File: src/rtl/wb_cmd_master.sv
// Wishbone classic single-transfer initiator driven by a valid/ready command stream.
// One command in, one bus cycle out, one response back; a bounded wait guards against a silent slave.
module wb_cmd_master #(
  parameter int unsigned TIMEOUT_CYCLES = 255,
  parameter int unsigned CNT_W          = 8
) (
  input  logic        wb_clk_i,
  input  logic        wb_rst_i,
  input  logic        cmd_valid,
  output logic        cmd_ready,
  input  logic        cmd_we,
  input  logic [31:0] cmd_adr,
  input  logic [31:0] cmd_dat,
  input  logic [3:0]  cmd_sel,
  output logic        rsp_valid,
  input  logic        rsp_ready,
  output logic [31:0] rsp_dat,
  output logic        rsp_err,
  output logic        wbm_cyc_o,
  output logic        wbm_stb_o,
  output logic        wbm_we_o,
  output logic [3:0]  wbm_sel_o,
  output logic [31:0] wbm_adr_o,
  output logic [31:0] wbm_dat_o,
  input  logic        wbm_ack_i,
  input  logic [31:0] wbm_dat_i
);

  localparam int unsigned DW = 32;
  localparam int unsigned SW = 4;
  localparam bit          TO_EN = (TIMEOUT_CYCLES != 0);
  // Counter value seen on the last permitted stb cycle without ack
  localparam logic [CNT_W-1:0] CNT_LAST =
    CNT_W'((TIMEOUT_CYCLES == 0) ? 0 : TIMEOUT_CYCLES - 1);

  typedef enum logic [1:0] {
    ST_IDLE = 2'd0,
    ST_BUS  = 2'd1,
    ST_RESP = 2'd2
  } state_t;

  state_t          r_state, w_state;
  logic [CNT_W-1:0] r_cnt, w_cnt;
  logic            r_cmd_ready, w_cmd_ready;
  logic            r_rsp_valid, w_rsp_valid;
  logic [DW-1:0]   r_rsp_dat, w_rsp_dat;
  logic            r_rsp_err, w_rsp_err;
  logic            r_cyc, w_cyc;
  logic            r_we, w_we;
  logic [SW-1:0]   r_sel, w_sel;
  logic [DW-1:0]   r_adr, w_adr;
  logic [DW-1:0]   r_dat, w_dat;

  // Next-state and next-output decode
  always_comb begin
    w_state     = r_state;
    w_cnt       = r_cnt;
    w_rsp_valid = r_rsp_valid;
    w_rsp_dat   = r_rsp_dat;
    w_rsp_err   = r_rsp_err;
    w_cyc       = r_cyc;
    w_we        = r_we;
    w_sel       = r_sel;
    w_adr       = r_adr;
    w_dat       = r_dat;

    case (r_state)
      ST_IDLE: begin
        if (cmd_valid && r_cmd_ready) begin
          w_we    = cmd_we;
          w_sel   = cmd_sel;
          w_adr   = cmd_adr;
          w_dat   = cmd_dat;
          w_cyc   = 1'b1;
          w_cnt   = '0;
          w_state = ST_BUS;
        end
      end
      ST_BUS: begin
        // Ack takes priority over a timeout firing on the same cycle
        if (wbm_ack_i) begin
          w_cyc       = 1'b0;
          w_rsp_valid = 1'b1;
          w_rsp_dat   = r_we ? '0 : wbm_dat_i;
          w_rsp_err   = 1'b0;
          w_state     = ST_RESP;
        end else if (TO_EN && (r_cnt == CNT_LAST)) begin
          w_cyc       = 1'b0;
          w_rsp_valid = 1'b1;
          w_rsp_dat   = '0;
          w_rsp_err   = 1'b1;
          w_state     = ST_RESP;
        end else begin
          w_cnt = r_cnt + CNT_W'(1);
        end
      end
      ST_RESP: begin
        if (rsp_ready) begin
          w_rsp_valid = 1'b0;
          w_state     = ST_IDLE;
        end
      end
      default: begin
        w_state = ST_IDLE;
      end
    endcase

    w_cmd_ready = (w_state == ST_IDLE);
  end

  // State and output registers
  always_ff @(posedge wb_clk_i) begin
    if (wb_rst_i) begin
      r_state     <= ST_IDLE;
      r_cnt       <= '0;
      r_cmd_ready <= 1'b0;
      r_rsp_valid <= 1'b0;
      r_rsp_dat   <= '0;
      r_rsp_err   <= 1'b0;
      r_cyc       <= 1'b0;
      r_we        <= 1'b0;
      r_sel       <= '0;
      r_adr       <= '0;
      r_dat       <= '0;
    end else begin
      r_state     <= w_state;
      r_cnt       <= w_cnt;
      r_cmd_ready <= w_cmd_ready;
      r_rsp_valid <= w_rsp_valid;
      r_rsp_dat   <= w_rsp_dat;
      r_rsp_err   <= w_rsp_err;
      r_cyc       <= w_cyc;
      r_we        <= w_we;
      r_sel       <= w_sel;
      r_adr       <= w_adr;
      r_dat       <= w_dat;
    end
  end

  assign cmd_ready = r_cmd_ready;
  assign rsp_valid = r_rsp_valid;
  assign rsp_dat   = r_rsp_dat;
  assign rsp_err   = r_rsp_err;
  assign wbm_cyc_o = r_cyc;
  assign wbm_stb_o = r_cyc;
  assign wbm_we_o  = r_we;
  assign wbm_sel_o = r_sel;
  assign wbm_adr_o = r_adr;
  assign wbm_dat_o = r_dat;

endmodule
File: config.mk
export PLATFORM = sky130hd
export DESIGN_NAME = wb_cmd_master
export DESIGN_NICKNAME = d
export VERILOG_FILES = /design/src/rtl/wb_cmd_master.sv
export SDC_FILE = /design/constraint.sdc
export NUM_CORES = 1
export LEC_CHECK = 0
export ABC_AREA = 1
export BUFFER_PORTS_ARGS = -buffer_cell sky130_fd_sc_hd__buf_2
export CAP_MARGIN = 20
export CORE_MARGIN = 3
export CORE_UTILIZATION = 45
export CTS_CLUSTER_SIZE = 30
export DETAILED_ROUTE_END_ITERATION = 8
export GPL_ROUTABILITY_DRIVEN = 0
export PLACE_DENSITY = 0.91
export SYNTH_ARGS = -nofsm -noshare
export SYNTH_HDL_FRONTEND = slang
export SYNTH_SLANG_ARGS = --single-unit
File: constraint.sdc
create_clock -name wb_clk_i -period 2.8 [get_ports wb_clk_i]
set_input_delay 0.28 -clock wb_clk_i [delete_from_list [all_inputs] [get_ports wb_clk_i]]
set_output_delay 0.28 -clock wb_clk_i [all_outputs]
set_load 0.02 [all_outputs]
**Word level (Yosys, flattened, before mapping)**

Index checks and enable logic that the tools add are counted.

- Logic and storage cells: 52
- Memory bits (read-only): 0
- Memories: 0
- Flip-flop bits (word level): 115
- Bits in latches: 0
- Memory bits (writable): 0

- Reduce and logical (&&, ||, !) cells: 11
- Add/sub/neg operators: 1
- $lt $le $gt $ge: 0
- Mux-type cells: 21
- Div/mod/pow operators: 0
- $mul: 0
- Bitwise gates (word level): 0
- Shift operators: 0
- Eq/ne operators: 8

Operator list:

| kind | number |
|---|---|
| 32-bit 2-to-1 mux | 3 |
| 8-bit 2-to-1 mux | 3 |
| 8-bit case mux with 2 select lines | 1 |
| 8-bit by 1-bit adder with 8-bit output, second input constant | 1 |
| 8-bit equality test, second input constant | 1 |
| 2-bit 2-to-1 mux | 4 |
| 2-bit inequality test, second input constant | 4 |
| 1-bit 2-to-1 mux | 7 |
| 2-bit case mux with 3 select lines | 1 |
| 3-bit AND reduction | 2 |
| 2-bit nonzero test | 3 |
| 2-bit zero test | 2 |
| 1-bit case mux with 2 select lines | 2 |
| 2-bit AND reduction | 2 |
| 4-bit AND reduction | 1 |
| 3-bit inequality test, second input constant | 1 |
| 2-bit by 1-bit equality test with 1-bit output, second input constant | 1 |
| 2-bit equality test, second input constant | 1 |
| 1-bit logical AND | 1 |

**Longest topological paths before layout**

Gate-level depths: netlist (run 1).

- Depth in word-level cells: 5
- Mapped depth: 11

**Worst setup path before layout (run 1)**

Ideal clock, no wire load.

- Path kind: reg-to-reg
- Start: register r_cnt[0]
- End: register r_rsp_valid (netlist: rsp_valid)
- Path slack: 1489 ps
- Stages on the path, launching flop included: 12
- Period minus slack after synthesis: 1311 ps
- Required time: 2690 ps
- Arrival: 1202 ps
- Path through: dfxtp_1 -> inv_1 -> ha_1 -> nand2_1 -> nor2_1 -> nand2_1 -> nand2_2 -> nand2_4 -> buf_6 -> nand2_1 -> nand2_1 -> inv_1

- Longest elaborated chain between the ends: 3

Ends and longest elaborated chain:

| item | RTL line | source |
|---|---|---|
| start: declaration | 43 | `logic [CNT_W-1:0] r_cnt, w_cnt;` |
| start signal: assignment | 127 | `r_cnt <= w_cnt;` |
| 8-bit equality test | 87 | `end else if (TO_EN && (r_cnt == CNT_LAST)) begin` |
| 3-bit inequality test (no source line) | n/a |  |
| 3-bit AND reduction (no source line) | n/a |  |
| end signal: assignment | 129 | `r_rsp_valid <= w_rsp_valid;` |
| end: declaration | 45 | `logic r_rsp_valid, w_rsp_valid;` |

No other way between the ends.
A chain may end at the register's enable or synchronous reset.

**Worst setup path in the final report (run 1)**

- Start: register r_state[0]
- End: register r_rsp_dat[20] (netlist: rsp_dat[20])

- Longest elaborated chain between the ends: 2

Ends and longest elaborated chain:

| item | RTL line | source |
|---|---|---|
| start: declaration | 42 | `state_t r_state, w_state;` |
| start signal: assignment | 126 | `r_state <= w_state;` |
| 2-bit by 1-bit equality test with 1-bit output | 67 | `case (r_state)` |
| 2-bit AND reduction (no source line) | n/a |  |
| end signal: assignment | 130 | `r_rsp_dat <= w_rsp_dat;` |
| end: declaration | 46 | `logic [DW-1:0] r_rsp_dat, w_rsp_dat;` |

No other way between the ends.

==> results of run 1 <==
-- Yosys cell counts, types with 3 or more instances --
cell type    n  area, sq um
a21oi_1     33          165
dfxtp_1    115         2300
xor2_1       3         26.3
inv_1       12         45.0
a21oi_2      5         43.8
nand2_1     87          327
nand3_1      9         45.0
nand2_2      3         18.8
clkbuf_1    18         67.6
buf_6        6         67.6
nand4_1      4         25.0
o21ai_0     70          350
nor2_1     150          563
buf_2        8         40.0
-- final cells by class --
type,count,area [sq um]
timing repair buffer,217,1100
fill,775,3000
inverter,14,52.6
multi-input combinational,378,1690
clock buffer,18,428
sequential,115,2300
clock inverter,14,226
tap,108,135
-- state kept, by name, summed over array words and instances (netlist names) --
register / count
rsp_dat: 32
wbm_adr_o: 32
wbm_dat_o: 32
r_cnt: 8
wbm_sel_o: 4
r_state: 2
cmd_ready: 1
rsp_err: 1
rsp_valid: 1
wbm_cyc_o: 1
wbm_we_o: 1
-- worst max-delay path, cell delays in order (launching register included) --
cell	delay (ns)
dfxtp_1	0.38
inv_2	0.07
nor2_4	0.21
nand2_4	0.07
nor2_4	0.52
nand2_1	0.17
a21oi_2	0.16
-- per-layer routing --
layer  part of all wire  vias to the layer above  wire length [um]  track usage
met2               0.52                      151              5720        0.374
met5                  0                        -                 0            0
met1               0.39                     1893              4300        0.189
met4              0.013                        0               148       0.0637
li1                   -                     2135                 -            -
met3              0.079                       13               867       0.0751
-- logic make-up (layout without fill, tap and decap cells) --
group	count (synthesis)	in the layout
simple gates	262	262
buf+inv	48	263
compound gates	111	111
flops	115	115
fa+ha+maj	2	2
xor+xnor	3	3
-- power groups by stage --
stage               Combinational, W  Sequential [W]  Clock [W]
finish                      0.000565         0.00180    0.00233
detailed placement          0.000568         0.00183          0
CTS                         0.000570         0.00180    0.00236
floorplan                   0.000233         0.00195          0
global placement            0.000560         0.00183          0
global route                0.000624         0.00181    0.00244
-- path summary, 6_finish.rpt --
check,depth (start not counted),startpoint,to
setup / recovery,6,r_state[0],rsp_dat[20]
hold / removal,3,wbm_dat_i[18],rsp_dat[18]
hold reg to reg,2,rsp_dat[30],rsp_dat[30]
setup reg to reg,6,r_state[0],rsp_dat[20]
-- stage by stage --
stage	area, sq um	setup slack [ns]	total power (W)
2_1_floorplan	4230	1.49	0.00218
3_3_place_gp	5280	1.20	0.00239
3_5_place_dp	5280	1.15	0.00240
4_1_cts	5930	1.13	0.00473
5_1_grt	5930	0.980	0.00488
6_report	5930	1.14	0.00469
==> summary.txt, run 1 <==
Outcome
  • Outcome: complete, no violations

Clocking
  • Root Driver: clkbuf_8
  • Clk slew on worst S/H paths: 0.06 ns
  • CTS resizes: 0
  • Worst-Skew Late Latency: 0.49 ns
  • CTS Buffer Depth: 2
  • # hold bufs at CTS: 0
  • CTS Buf Count: 17
  • CTS HTree Levels: 4
  • CTS tree: yes
  • Post-CTS Setup Bufs: 0
  • Number of clock sinks: 115

Synthesis
  • Post-synthesis cell area: 0.00423 sq mm
  • Syn nets: 649
  • Combinational family with the most area after synthesis: simple AND/OR/NAND/NOR gates
  • Yosys warns: 0
  • Adder-Cell Fraction of Synth Area: 0.00591
  • Main synth FF type: dfxtp_1
  • Mux cell area share after synthesis: 0
  • Async SR Flop Fraction: 0
  • Simple-gate share of the synthesized area: 0.250
  • Post-synth EDFFs: 0
  • Distinct cells, synth: 26
  • Synthesized area per cell: 7.83 sq um
  • Register area share after synthesis: 0.544
  • Mapped Cells: 541
  • Synthesized flop and latch total: 115
  • Synth Area in Compound Gates: 0.137
  • Synth Area in XOR/XNOR: 0.00621

Worst setup path
  • Critical Setup Path Class: reg -> reg
  • Worst setup SP type: flip-flop
  • Max Fanout on Critical Path: 32
  • R2r setup slk: 1.14 ns
  • CP required: 3.22 ns
  • Worst setup EP type: flip-flop
  • Arr. time, crit path: 2.08 ns

Die
  • Total die area: 0.0106 sq mm
  • IO Pins: 212
  • Initial Util: 0.474
  • Core area: 0.00893 sq mm
  • Die width: 103 um
  • Site row count: 34
  • Die Span Y: 103 um

Pwr
  • PwrDens: 791 mW/mm^2
  • Seq pwr share: 0.383
  • Pleak: 2.84 nW
  • Comb power frac: 0.120
  • Int Pwr: 0.00352 W
  • VDD IR max: 0.641 mV
  • Clock power frac: 0.497
  • P_sw: 0.00117 W
  • Sw frac: 0.250

Finish
  • Most frequent cells in the layout: buf_2 (211), nor2_1 (150), dfxtp_1 (115)
  • Finished Core Util: 0.664
  • Synth-to-Final Area Change: 40.2%
  • Non-Filler Instances: 864
  • # nets final: 851
  • Fraction of layout cells with a size suffix above 1: 0.352
  • Commonest non-fill, non-tap cell in the layout: buf_2
  • Ant diodes: 0

STA
  • RSZ-0062 raised after global routing: false
  • Fin crit share: 0.592
  • Worst-Margin Slew: 0.664 ns
  • Worst hold margin: 0.0377 ns
  • # setup viols final: 0
  • Slew Viols, Final: 0
  • Min Clock Period, post-route: 1.66 ns
  • TNS Setup: 0 ns
  • Fmax: 604 MHz
  • Relative slew slack: 0.556
  • Final Hold Viols: 0
  • Clock skew: 0.00642 ns

Global routing
  • All-layer global routing usage: 0.195
  • Vias in the first global route: 3799
  • Initial antenna violation count: 0
  • Global route overflow: 0
  • First-pass GRT wire length: 16.5 mm
  • Largest net degree at the start of global routing: 74

Drt
  • Vias: 4192
  • 1st-iter DRT viols: 119
  • Via density: 4.85
  • Wire length per cell: 12.8 um
  • DRC viols: 0
  • DRT Pass-1 Iters: 4
  • Post-Route WL: 11.0 mm
  • DRT antenna net count: 0

Hold path
  • Hold Crit Class: in -> reg

Place
  • Post-DP HPWL: 7.78 mm
  • Placed Cells: 832
  • Port-buffer cells: 211

Job
  • Max-Cap Viols: 0
(Power assumes the default switching activity.)
==> run 2: changes to the inputs <==
Settings changed: ABC_AREA 1 to 0, CORE_UTILIZATION 45 to 44.
Clock period 2.8 ns to 1.7 ns, I/O delays scaled along.
==> summary.txt, run 2 <==
Finish
  • Most frequent cells in the layout: buf_2 (211), nand2_1 (145), dfxtp_1 (111)
  • Non-Filler Instances: 880 (+1.9%)
  • Fillers: 431 (-44%)
  • Fraction of layout cells with a size suffix above 1: 0.360 (+0.00861)
  • # nets final: 870 (+2.2%)
  • Synth-to-Final Area Change: 73.9%
  • Combined area of the multi-input logic cells: 0.00158 sq mm (-6.7%)
  • Commonest non-fill, non-tap cell in the layout: buf_2
  • Register area: 0.00231 sq mm (+0.33%)

Synthesis
  • Count leader, synth: nand2_1
  • Syn nets: 552 (-15%)
  • Post-synth EDFFs: 0 (unchanged)
  • Mapped Cells: 444 (-18%)
  • Top cells by area, synth: dfxtp_1 (58%), nand2_1 (14%), a21oi_1 (10%)
  • Yosys top cell area share: 0.582 (+0.0384)
  • Register area share after synthesis: 0.582 (+0.0384)
  • Async SR Flop Fraction: 0 (unchanged)
  • Synthesized area per cell: 8.91 sq um (+14%)
  • Post-synthesis cell area: 0.00396 sq mm (-6.6%)
  • Main synth FF type: dfxtp_1
  • Area leader, netlist: dfxtp_1
  • Commonest cells in the netlist: nand2_1 (145), dfxtp_1 (115), a21oi_1 (79), a22o_1 (32), clkbuf_1 (23)
  • Yosys warns: 0 (unchanged)
  • Distinct cells, synth: 33 (+27%)
  • Synthesized flop and latch total: 115 (unchanged)

Clocking
  • CTS Buf Count: 17 (unchanged)
  • Root Driver: clkbuf_8
  • CTS Buffer Depth: 2 (unchanged)
  • CTS tree: yes
  • Number of clock sinks: 115 (unchanged)
  • Worst-Skew Late Latency: 0.50 ns (about the same)
  • CTS HTree Levels: 4 (unchanged)
  • Clk slew on worst S/H paths: 0.06 ns (about the same)

Outcome
  • Outcome: finished, violations left
  • Failing checks: negative setup slack

Global routing
  • Global route overflow: 0 (unchanged)
  • First-pass GRT wire length: 24.9 mm (+51%)
  • Vias in the first global route: 4933 (+30%)
  • Largest net degree at the start of global routing: 43 (-42%)
  • All-layer global routing usage: 0.315 (+0.120)
  • Initial antenna violation count: 0 (unchanged)

Place
  • Placed Cells: 739 (-11%)
  • Post-DP HPWL: 7.68 mm (-1.2%)
  • Port-buffer cells: 211 (unchanged)

Hold path
  • HP Start: wb_rst_i
  • Hold Crit Class: in -> reg

STA
  • Relative slew slack: 0.700 (+0.144)
  • Fin crit share: 1.00 (+0.413)
  • Min Clock Period, post-route: 1.71 ns (+0.0508 ns)
  • Fmax: 586 MHz (-3.0%)
  • Worst-Margin Slew: 0.450 ns (-0.214 ns)
  • Clock skew: 0.00911 ns (+0.00269 ns)
  • # setup viols final: 1 (+1)
  • Final Hold Viols: 0 (unchanged)
  • Fin worst setup slack: -0.00721 ns (-1.15 ns)
  • Slew Viols, Final: 0 (unchanged)
  • TNS Setup: -0.00721 ns (-0.00721 ns)

Worst setup path
  • Worst path slowest cell: and4bb_4
  • Worst setup SP type: flip-flop
  • CP required: 2.13 ns (-1.09 ns)
  • Arr. time, crit path: 2.13 ns (+0.05 ns)
  • Crit-path cells: and4bb_4, o221ai_2, buf_4, or3_1, a21oi_1
  • Crit path from: r_state[1]
  • Critical Setup Path Class: reg -> reg
  • Max Fanout on Critical Path: 6 (-81%)
  • Critical R2R Launch: r_state[1]
  • Worst setup EP type: flip-flop
  • CP peak stage delay: 0.44 ns (-0.08 ns)

Drt
  • Vias: 4853 (+16%)
  • Via density: 5.51 (+14%)
  • Post-Route WL: 16.7 mm (+51%)
  • DRT antenna net count: 0 (unchanged)
  • Wire length per cell: 18.9 um (+48%)
  • 1st-iter DRT viols: 368 (+210%)
  • DRT Pass-1 Iters: 5 (+1)
  • DRC viols: 0 (unchanged)

Die
  • Die Span Y: 101 um (-2.1%)
  • Site row count: 33 (-2.9%)
  • IO Pins: 212 (unchanged)
  • Core area: 0.00846 sq mm (-5.3%)
  • Die width: 101 um (-2.1%)
  • Initial Util: 0.467 (-0.00669)
  • Total die area: 0.0102 sq mm (-4.2%)

Pwr
  • VDD IR max: 0.747 mV (+16%)
  • Tot Pwr: 0.00760 W (+62%)
  • Pleak: 3.13 nW (+10%)
  • PwrDens: 1110 mW/mm^2 (+40%)

Job
  • Max-Cap Viols: 0 (unchanged)
[run 2: changes by cell type in the layout (fill, tap and decap cells not counted), moves of 6 or more]
cell	change
nor2_1	-145
dlygate4sd3_1	+103
o21ai_0	-68
nand2_1	+58
a21oi_1	+43
a22o_1	+32
inv_1	-12
buf_4	+8
nand3_1	-6
[run 2: path summary, 6_finish.rpt]
kind | to | slack (ns) | cells after the start
setup / recovery | r_cnt[4] | -0.007 | 5
hold / removal | wbm_dat_o[16] | 0.26 | 3
setup reg to reg | r_cnt[4] | -0.007 | 5
hold reg to reg | wbm_adr_o[7] | 0.45 | 2
[run 2: stage by stage]
stage / cell area, sq um / setup slack (ns) / hold slack [ns] / utilization
floorplan: 3960 / 0.103 / 0.267 / -
global placement: 5110 / 0.106 / 0.384 / 0.604
detailed placement: 5110 / 0.0488 / 0.393 / 0.604
CTS: 6760 / 0.0441 / 0.196 / 0.799
global route: 6880 / -0.0333 / 0.252 / 0.812
finish: 6880 / -0.00721 / 0.259 / 0.813
[run 2: logic make-up after synthesis]
family,synth area share
simple gates,0.180
compound gates,0.192
flops,0.582
buf+inv,0.0354
xor+xnor,0.00443
fa+ha+maj,0.00633
[run 2: final cells by class]
| type | count | area share |
|---|---|---|
| clock inverters | 14 | 0.0297 |
| diodes | 1 | 0.000364 |
| flip-flops and latches | 115 | 0.336 |
| multi-input cells | 296 | 0.229 |
| well taps | 105 | 0.0191 |
| clock buffers | 17 | 0.0602 |
| inverters | 1 | 0.000910 |
| repair buffers | 331 | 0.325 |
[run 2: routing by layer]
metal	GRT usage	routed length [um]
met4	0.174	898
met3	0.0976	1570
met2	0.551	8360
met1	0.336	5830
met5	0	0
[run 2: timing repair]
item                                    4_1_cts  5_1_grt
hold buffers                                103        0
hold endpoints to repair                    104        0
buffers inserted                              0        6
endpoints found under the setup margin        0       42
resized for setup                             0       20
[run 2: critical path, delay by kind of cell (launching register included)]
family | cells | cell delay, ns
flops | 1 | 0.38
compound gates | 2 | 0.29
buf+inv | 1 | 0.16
simple gates | 2 | 0.79
[run 2: power by group]
group / total [W] / internal (W) / switching [W]
logic: 0.000974 / 0.000440 / 0.000534
clock network: 0.00374 / 0.00239 / 0.00135
registers: 0.00289 / 0.00281 / 0.0000740
total: 0.00760 / 0.00565 / 0.00195
